==> src/rtl/multi_share_read_master_pkg.sv <==
// Shared FSM state and transfer-mode encodings for the weight/feature read master.
// No logic of its own; the helpers decode which phases a mode enables.
// Mode 11 behaves like mode 01 (weights, then features).
package multi_share_read_master_pkg;

   typedef enum logic [1:0] {
      ST_IDLE  = 2'd0,
      ST_WGT   = 2'd1,
      ST_FEAT  = 2'd2,
      ST_FLUSH = 2'd3
   } state_e;

   localparam logic [1:0] MODE_WGT          = 2'b00;
   localparam logic [1:0] MODE_WGT_FEAT     = 2'b01;
   localparam logic [1:0] MODE_FEAT         = 2'b10;
   localparam logic [1:0] MODE_WGT_FEAT_ALT = 2'b11;

   // Every mode except features-only carries a weight phase
   function automatic logic mode_has_wgt(input logic [1:0] m);
      return m != MODE_FEAT;
   endfunction

   // Every mode except weights-only carries a feature phase
   function automatic logic mode_has_feat(input logic [1:0] m);
      return m != MODE_WGT;
   endfunction

endpackage

==> src/rtl/line_addr_gen.sv <==
// Per-phase line counter and address generator: addr = base + idx*ADDR_STEP.
// Latency: address and first/last flags are combinational from registered state.
// Backpressure: the index advances only on inc_i (an accepted read), so it holds under waitrequest.
module line_addr_gen
   import multi_share_read_master_pkg::*;
#(
   parameter int ADDR_W    = 64,
   parameter int CNT_W     = 9,
   parameter int ADDR_STEP = 1
) (
   input  logic              clk,
   input  logic              rst,
   input  logic              load_i,
   input  logic              inc_i,
   input  logic [ADDR_W-1:0] base_i,
   input  logic [CNT_W-1:0]  count_i,
   output logic [ADDR_W-1:0] addr_o,
   output logic              first_o,
   output logic              last_o
);

   logic [ADDR_W-1:0] base_q;
   logic [CNT_W-1:0]  cnt_q;
   logic [CNT_W-1:0]  idx_q;

   // Latch base/count at start, then step the index once per accepted read
   always_ff @(posedge clk) begin
      if (rst) begin
         base_q <= '0;
         cnt_q  <= '0;
         idx_q  <= '0;
      end else if (load_i) begin
         base_q <= base_i;
         cnt_q  <= count_i;
         idx_q  <= '0;
      end else if (inc_i) begin
         idx_q  <= idx_q + CNT_W'(1);
      end
   end

   assign addr_o  = base_q + (ADDR_W'(idx_q) * ADDR_W'(ADDR_STEP));
   assign first_o = (idx_q == '0);
   assign last_o  = (idx_q == (cnt_q - CNT_W'(1)));

endmodule

==> src/rtl/multi_share_read_master.sv <==
// Avalon read master streaming a weight phase and/or a feature phase into line buffers.
// Latency: a line's Valid/First/Last appear one cycle after its read is accepted.
// Backpressure: Halt_i suppresses new reads; a read stalled by waitrequest is held until accepted.
module multi_share_read_master
   import multi_share_read_master_pkg::*;
#(
   parameter int DATA_W    = 512,
   parameter int ADDR_W    = 64,
   parameter int HCNT_W    = 9,
   parameter int WCNT_W    = 4,
   parameter int ADDR_STEP = 1
) (
   input  logic                clk,
   input  logic                rst,
   input  logic                Start_i,
   input  logic [1:0]          Mode_i,
   input  logic [HCNT_W-1:0]   Height_i,
   input  logic [WCNT_W-1:0]   WgtLines_i,
   input  logic [ADDR_W-1:0]   DataBase_i,
   input  logic [ADDR_W-1:0]   WgtBase_i,
   input  logic                Halt_i,
   output logic [ADDR_W-1:0]   AvalonAddr_o,
   output logic                AvalonRead_o,
   output logic [DATA_W/8-1:0] AvalonByteEnable_o,
   output logic                AvalonLock_o,
   input  logic [DATA_W-1:0]   AvalonReadData_i,
   input  logic                AvalonWaitReq_i,
   output logic                IBValid_o,
   output logic                IBFirst_o,
   output logic                IBLast_o,
   output logic [DATA_W-1:0]   IBLine_o,
   output logic                WBValid_o,
   output logic                WBFirst_o,
   output logic                WBLast_o,
   output logic [DATA_W-1:0]   WBLine_o,
   output logic                Busy_o,
   output logic                Done_o
);

   state_e state_q;
   logic   feat_go_q;
   logic   held_q;
   logic   ib_vld_q, ib_first_q, ib_last_q;
   logic   wb_vld_q, wb_first_q, wb_last_q;

   logic              start_acc, wgt_en, feat_en, in_xfer, rd, acc, w_inc, f_inc;
   logic [ADDR_W-1:0] w_addr, f_addr;
   logic              w_first, w_last, f_first, f_last;

   assign start_acc = (state_q == ST_IDLE) && Start_i;
   assign wgt_en    = mode_has_wgt(Mode_i) && (WgtLines_i != '0);
   assign feat_en   = mode_has_feat(Mode_i) && (Height_i != '0);
   assign in_xfer   = (state_q == ST_WGT) || (state_q == ST_FEAT);
   // A read stalled last cycle stays on the bus even if Halt_i rises meanwhile
   assign rd        = !rst && in_xfer && (!Halt_i || held_q);
   assign acc       = rd && !AvalonWaitReq_i;
   assign w_inc     = acc && (state_q == ST_WGT);
   assign f_inc     = acc && (state_q == ST_FEAT);

   line_addr_gen #(.ADDR_W(ADDR_W), .CNT_W(WCNT_W), .ADDR_STEP(ADDR_STEP)) u_wgt_gen (
      .clk(clk), .rst(rst), .load_i(start_acc), .inc_i(w_inc),
      .base_i(WgtBase_i), .count_i(WgtLines_i),
      .addr_o(w_addr), .first_o(w_first), .last_o(w_last)
   );

   line_addr_gen #(.ADDR_W(ADDR_W), .CNT_W(HCNT_W), .ADDR_STEP(ADDR_STEP)) u_feat_gen (
      .clk(clk), .rst(rst), .load_i(start_acc), .inc_i(f_inc),
      .base_i(DataBase_i), .count_i(Height_i),
      .addr_o(f_addr), .first_o(f_first), .last_o(f_last)
   );

   // Phase sequencing, waitrequest hold flag and registered line strobes
   always_ff @(posedge clk) begin
      if (rst) begin
         state_q    <= ST_IDLE;
         feat_go_q  <= 1'b0;
         held_q     <= 1'b0;
         ib_vld_q   <= 1'b0;
         ib_first_q <= 1'b0;
         ib_last_q  <= 1'b0;
         wb_vld_q   <= 1'b0;
         wb_first_q <= 1'b0;
         wb_last_q  <= 1'b0;
      end else begin
         held_q     <= rd && AvalonWaitReq_i;
         wb_vld_q   <= w_inc;
         wb_first_q <= w_inc && w_first;
         wb_last_q  <= w_inc && w_last;
         ib_vld_q   <= f_inc;
         ib_first_q <= f_inc && f_first;
         ib_last_q  <= f_inc && f_last;
         case (state_q)
            ST_IDLE: begin
               if (Start_i) begin
                  feat_go_q <= feat_en;
                  if (wgt_en)       state_q <= ST_WGT;
                  else if (feat_en) state_q <= ST_FEAT;
                  else              state_q <= ST_FLUSH;
               end
            end
            ST_WGT: begin
               if (w_inc && w_last) state_q <= feat_go_q ? ST_FEAT : ST_FLUSH;
            end
            ST_FEAT: begin
               if (f_inc && f_last) state_q <= ST_FLUSH;
            end
            ST_FLUSH: state_q <= ST_IDLE;
            default:  state_q <= ST_IDLE;
         endcase
      end
   end

   assign AvalonRead_o       = rd;
   assign AvalonAddr_o       = rst                   ? '0     :
                               (state_q == ST_WGT)   ? w_addr :
                               (state_q == ST_FEAT)  ? f_addr : '0;
   assign AvalonByteEnable_o = '1;
   assign AvalonLock_o       = !rst && (state_q == ST_FEAT);
   assign Busy_o             = !rst && (state_q != ST_IDLE);
   assign Done_o             = !rst && (state_q == ST_FLUSH);
   assign IBValid_o          = !rst && ib_vld_q;
   assign IBFirst_o          = !rst && ib_first_q;
   assign IBLast_o           = !rst && ib_last_q;
   assign WBValid_o          = !rst && wb_vld_q;
   assign WBFirst_o          = !rst && wb_first_q;
   assign WBLast_o           = !rst && wb_last_q;
   assign IBLine_o           = AvalonReadData_i;
   assign WBLine_o           = AvalonReadData_i;

endmodule

==> config.mk <==
export PLATFORM = sky130hd
export DESIGN_NAME = multi_share_read_master
export DESIGN_NICKNAME = d
export VERILOG_FILES = /design/src/rtl/multi_share_read_master_pkg.sv /design/src/rtl/line_addr_gen.sv /design/src/rtl/multi_share_read_master.sv
export SDC_FILE = /design/constraint.sdc
export NUM_CORES = 1
export LEC_CHECK = 0
export ABC_AREA = 1
export BUFFER_PORTS_ARGS = -buffer_cell sky130_fd_sc_hd__buf_2
export CORE_AREA = 5 5 712 714
export DETAILED_ROUTE_END_ITERATION = 12
export DIE_AREA = 0 0 717 719
export PLACE_DENSITY = 0.3
export SETUP_SLACK_MARGIN = 0.05
export SYNTH_ARGS = -nofsm -noshare
export SYNTH_HDL_FRONTEND = slang
export SYNTH_HIERARCHICAL = 1
export SYNTH_SLANG_ARGS = --single-unit
==> constraint.sdc <==
create_clock -name clk -period 2.34 [get_ports clk]
set_input_delay 0.234 -clock clk [delete_from_list [all_inputs] [get_ports clk]]
set_output_delay 0.234 -clock clk [all_outputs]
set_load 0.03 [all_outputs]
==> out/results.ini <==
[status]
status=finished with violations
violations=negative setup slack

[worst_setup_path]
max_stage_delay_ns=0.35
crit_start=u_feat_gen/idx_q[0]
cp-endpoint=AvalonAddr_o[44]
rr_startpoint=state_q[1]
cp.required_ns=2.11
crit_top_cell=nand3_4
rrSetupSlack_ns=0.16
cp.arrival_ns=2.83
rr_worst_depth=16
r2r_end=u_feat_gen/idx_q[8]
cp-start-kind=flip-flop
critPathKind=reg -> out
slowest_stage=fa_2
crit_fanout=4
cp_cell_sequence=ha_4 -> fa_2 -> nand3_2 -> nand3_4 -> nand3_4 -> nand3_4 -> nand2_2 -> xor2_1 -> nand2_1 -> a21oi_4 -> buf_6 -> buf_12
cp-end-kind=output pin

[finish]
nNetsFinal=3517
final_util_pct=5.87
fillCellCount=59500
final_common_cell=nand2_1
final_cell_mix=495 x nand2_1, 382 x nor2_1, 343 x buf_4, 173 x inv_1, 156 x buf_2
layout-area-overhead-vs-synth_pct=42.7
drive_above_1_share_pct=39.2

[routing]
drc=0
routed_via_density=2.02
num_vias=19300
routed_wl_mm=325
first_pass_iters=5
ant_nets=0
wl_per_cell_microns=34.0
first_iter_violations=1286

[floorplan]
die_x_microns=717
ios=1822
initial_core_util_pct=4.11
core_sq_um=500000
die_area_sq_um=516000
fp.dieH_microns=719
rows=260

[global_route]
overflow=0
grt_pass1_wl_mm=366
grt_max_degree=66
grt_usage_pct=12.0
grt_pass1_vias=18400
antenna_found_initial=77

[cts]
clock_latency_ns=0.52
htreeDepth=4
ctsRootBufferMaster=clkbuf_16
clock_path_buffers=2
cts_tree=yes
cts_sinks=164
path_clk_slew_ns=0.08
numCtsBuffers=17

[timing]
hold_viol=0
layout_setup_ws_ns=-0.724
final_max_slew_viol_count=0
period_share_pct=131
fmaxAchievable_mhz=326
rsz0062_at_grt=true
tightestPinTransition_ns=0.604
setup_violations=63
finalClockSkew_ns=0.0211
fin_crit_ns=3.06
slew_headroom_pct=59.7

[pwr]
p_leak_nw=9.87
peakVddDrop_v=0.000597
p_per_area_nw_per_um2=537
total_power_mw=15.8

[synth]
synth_compound_area_share_pct=7.17
ys_types=42
yosys_warnings=6
synth_top_family_by_area=buffers and inverters
synth_seq_cells=164
yosys.area_share.adder_pct=1.60
synthMuxAreaShare_pct=0
synth_edf_count=0
async_flop_share_pct=0
syn_avg_cell_area_sq_um=6.42
synth-seq-area-share_pct=16.0
synth-simple-area-share_pct=27.1
synth-xor-area-share_pct=3.39
synth_ff_type=dfxtp_1
syn_inst=3199
syn_area_sq_um=20500

[job]
max_cap_violations=0

[placement]
gp_congestion=0.786
port_buffers=221
place_ws_ns=-0.781
dp_hpwl_mm=299

[worst_hold_path]
hold_class=in -> reg

==> report_power, final <==
group / switching [mW] / leakage [nW] / total [mW] / internal [mW]
Clock: 1.67 / 0.285 / 3.11 / 1.45
Sequential: 0.970 / 1.38 / 4.53 / 3.56
Combinational: 4.89 / 8.21 / 8.12 / 3.23
Total: 7.53 / 9.87 / 15.8 / 8.24
==> worst min path at each step <==
| stage | startpoint | endpoint | depth (start not counted) | slack (ns) |
|---|---|---|---|---|
| 4_1_cts | DataBase_i[21] | u_feat_gen/base_q[21] | 3 | 0.003 |
| 2_1_floorplan | DataBase_i[10] | u_feat_gen/base_q[10] | 2 | 0.37 |
| 3_5_place_dp | WgtBase_i[51] | u_wgt_gen/base_q[51] | 3 | 0.47 |
| 3_3_place_gp | WgtBase_i[11] | u_wgt_gen/base_q[11] | 3 | 0.46 |
| 5_1_grt | DataBase_i[21] | u_feat_gen/base_q[21] | 3 | 0.02 |
| 6_report | DataBase_i[41] | u_feat_gen/base_q[41] | 3 | 0.03 |
==> final cells by class <==
type                       count  area, sq um  share of cell area, %
tap                         6681         8360                   28.5
multi-input combinational   1750        10000                   34.2
antenna                       15         37.5                  0.128
clock inverter                15          183                  0.623
clock buffer                  17          425                   1.45
sequential                   164         3380                   11.5
inverter                     196          742                   2.53
timing repair buffer         703         6190                   21.1
==> synth_stat cells (18+ instances only) <==
master / number / area share, %
buf_2: 18 / 0.44
nor2_2: 26 / 0.79
nand2_1: 606 / 11
nor2_1: 418 / 7.6
xnor2_1: 27 / 1.2
inv_1: 187 / 3.4
nand2_2: 31 / 0.94
nand3b_1: 26 / 0.95
dfxtp_1: 164 / 16
ha_1: 23 / 1.4
nand4_1: 42 / 1.3
clkbuf_1: 43 / 0.79
nand3_1: 86 / 2.1
o21ai_0: 147 / 3.6
a21oi_1: 124 / 3.0
buf_4: 1091 / 40
xor2_1: 50 / 2.1
==> flip-flops by register name, indices dropped and copies added, names as in the netlist <==
| signal | count |
|---|---|
| wb_last_q | 1 |
| u_feat_gen/base_q | 64 |
| u_feat_gen/idx_q | 9 |
| wb_first_q | 1 |
| state_q | 2 |
| u_feat_gen/cnt_q | 9 |
| u_wgt_gen/cnt_q | 4 |
| ib_first_q | 1 |
| feat_go_q | 1 |
| ib_last_q | 1 |
| held_q | 1 |
| u_wgt_gen/base_q | 64 |
| ib_vld_q | 1 |
| wb_vld_q | 1 |
| u_wgt_gen/idx_q | 4 |
==> worst max-delay path, delay by kind of cell, from the launching register on <==
kind / cells / cell delay [ns]
compound gates: 1 / 0.34
buf+inv: 2 / 0.28
flops: 1 / 0.34
xor+xnor: 1 / 0.14
fa+ha+maj: 2 / 0.51
simple gates: 6 / 0.68
==> metal layers <==
| metal | vias up | wire (microns) | track usage [%] |
|---|---|---|---|
| li1 | 8069 | - | - |
| met4 | 40 | 6590 | 2.07 |
| met3 | 297 | 86200 | 14.9 |
| met2 | 2400 | 135000 | 17.8 |
| met5 | - | 1670 | 2.64 |
| met1 | 8474 | 94900 | 10.1 |
==> stage by stage <==
| step | hold WS [ns] | cell area (sq um) | std cells | TNS (ns) |
|---|---|---|---|---|
| 2_1_floorplan | 0.369 | 20900 | 3262 | 0 |
| 3_3_place_gp | 0.464 | 25500 | 9379 | -20.45 |
| 3_5_place_dp | 0.466 | 25500 | 9379 | -18.63 |
| 4_1_cts | 0.00291 | 28700 | 9509 | -37.27 |
| 5_1_grt | 0.0209 | 29300 | 9529 | -42.71 |
| 6_report | 0.0301 | 29300 | 9541 | -33.56 |
==> kinds of logic after synthesis <==
group / after synthesis
compound gates: 289
xor+xnor: 78
fa+ha+maj: 25
buf+inv: 1349
flops: 164
other cells: 1
simple gates: 1293
==> what timing repair did <==
| action | in CTS | in global routing |
|---|---|---|
| pin swaps | 103 | 97 |
| buffers inserted | 29 | 17 |
| hold buffers | 66 | 0 |
| endpoints found under the setup margin | 65 | 74 |
| gates resized for setup | 408 | 134 |
| hold endpoints to repair | 66 | 0 |
| cloned | 4 | 2 |
Power figures use the tool's default switching activity.
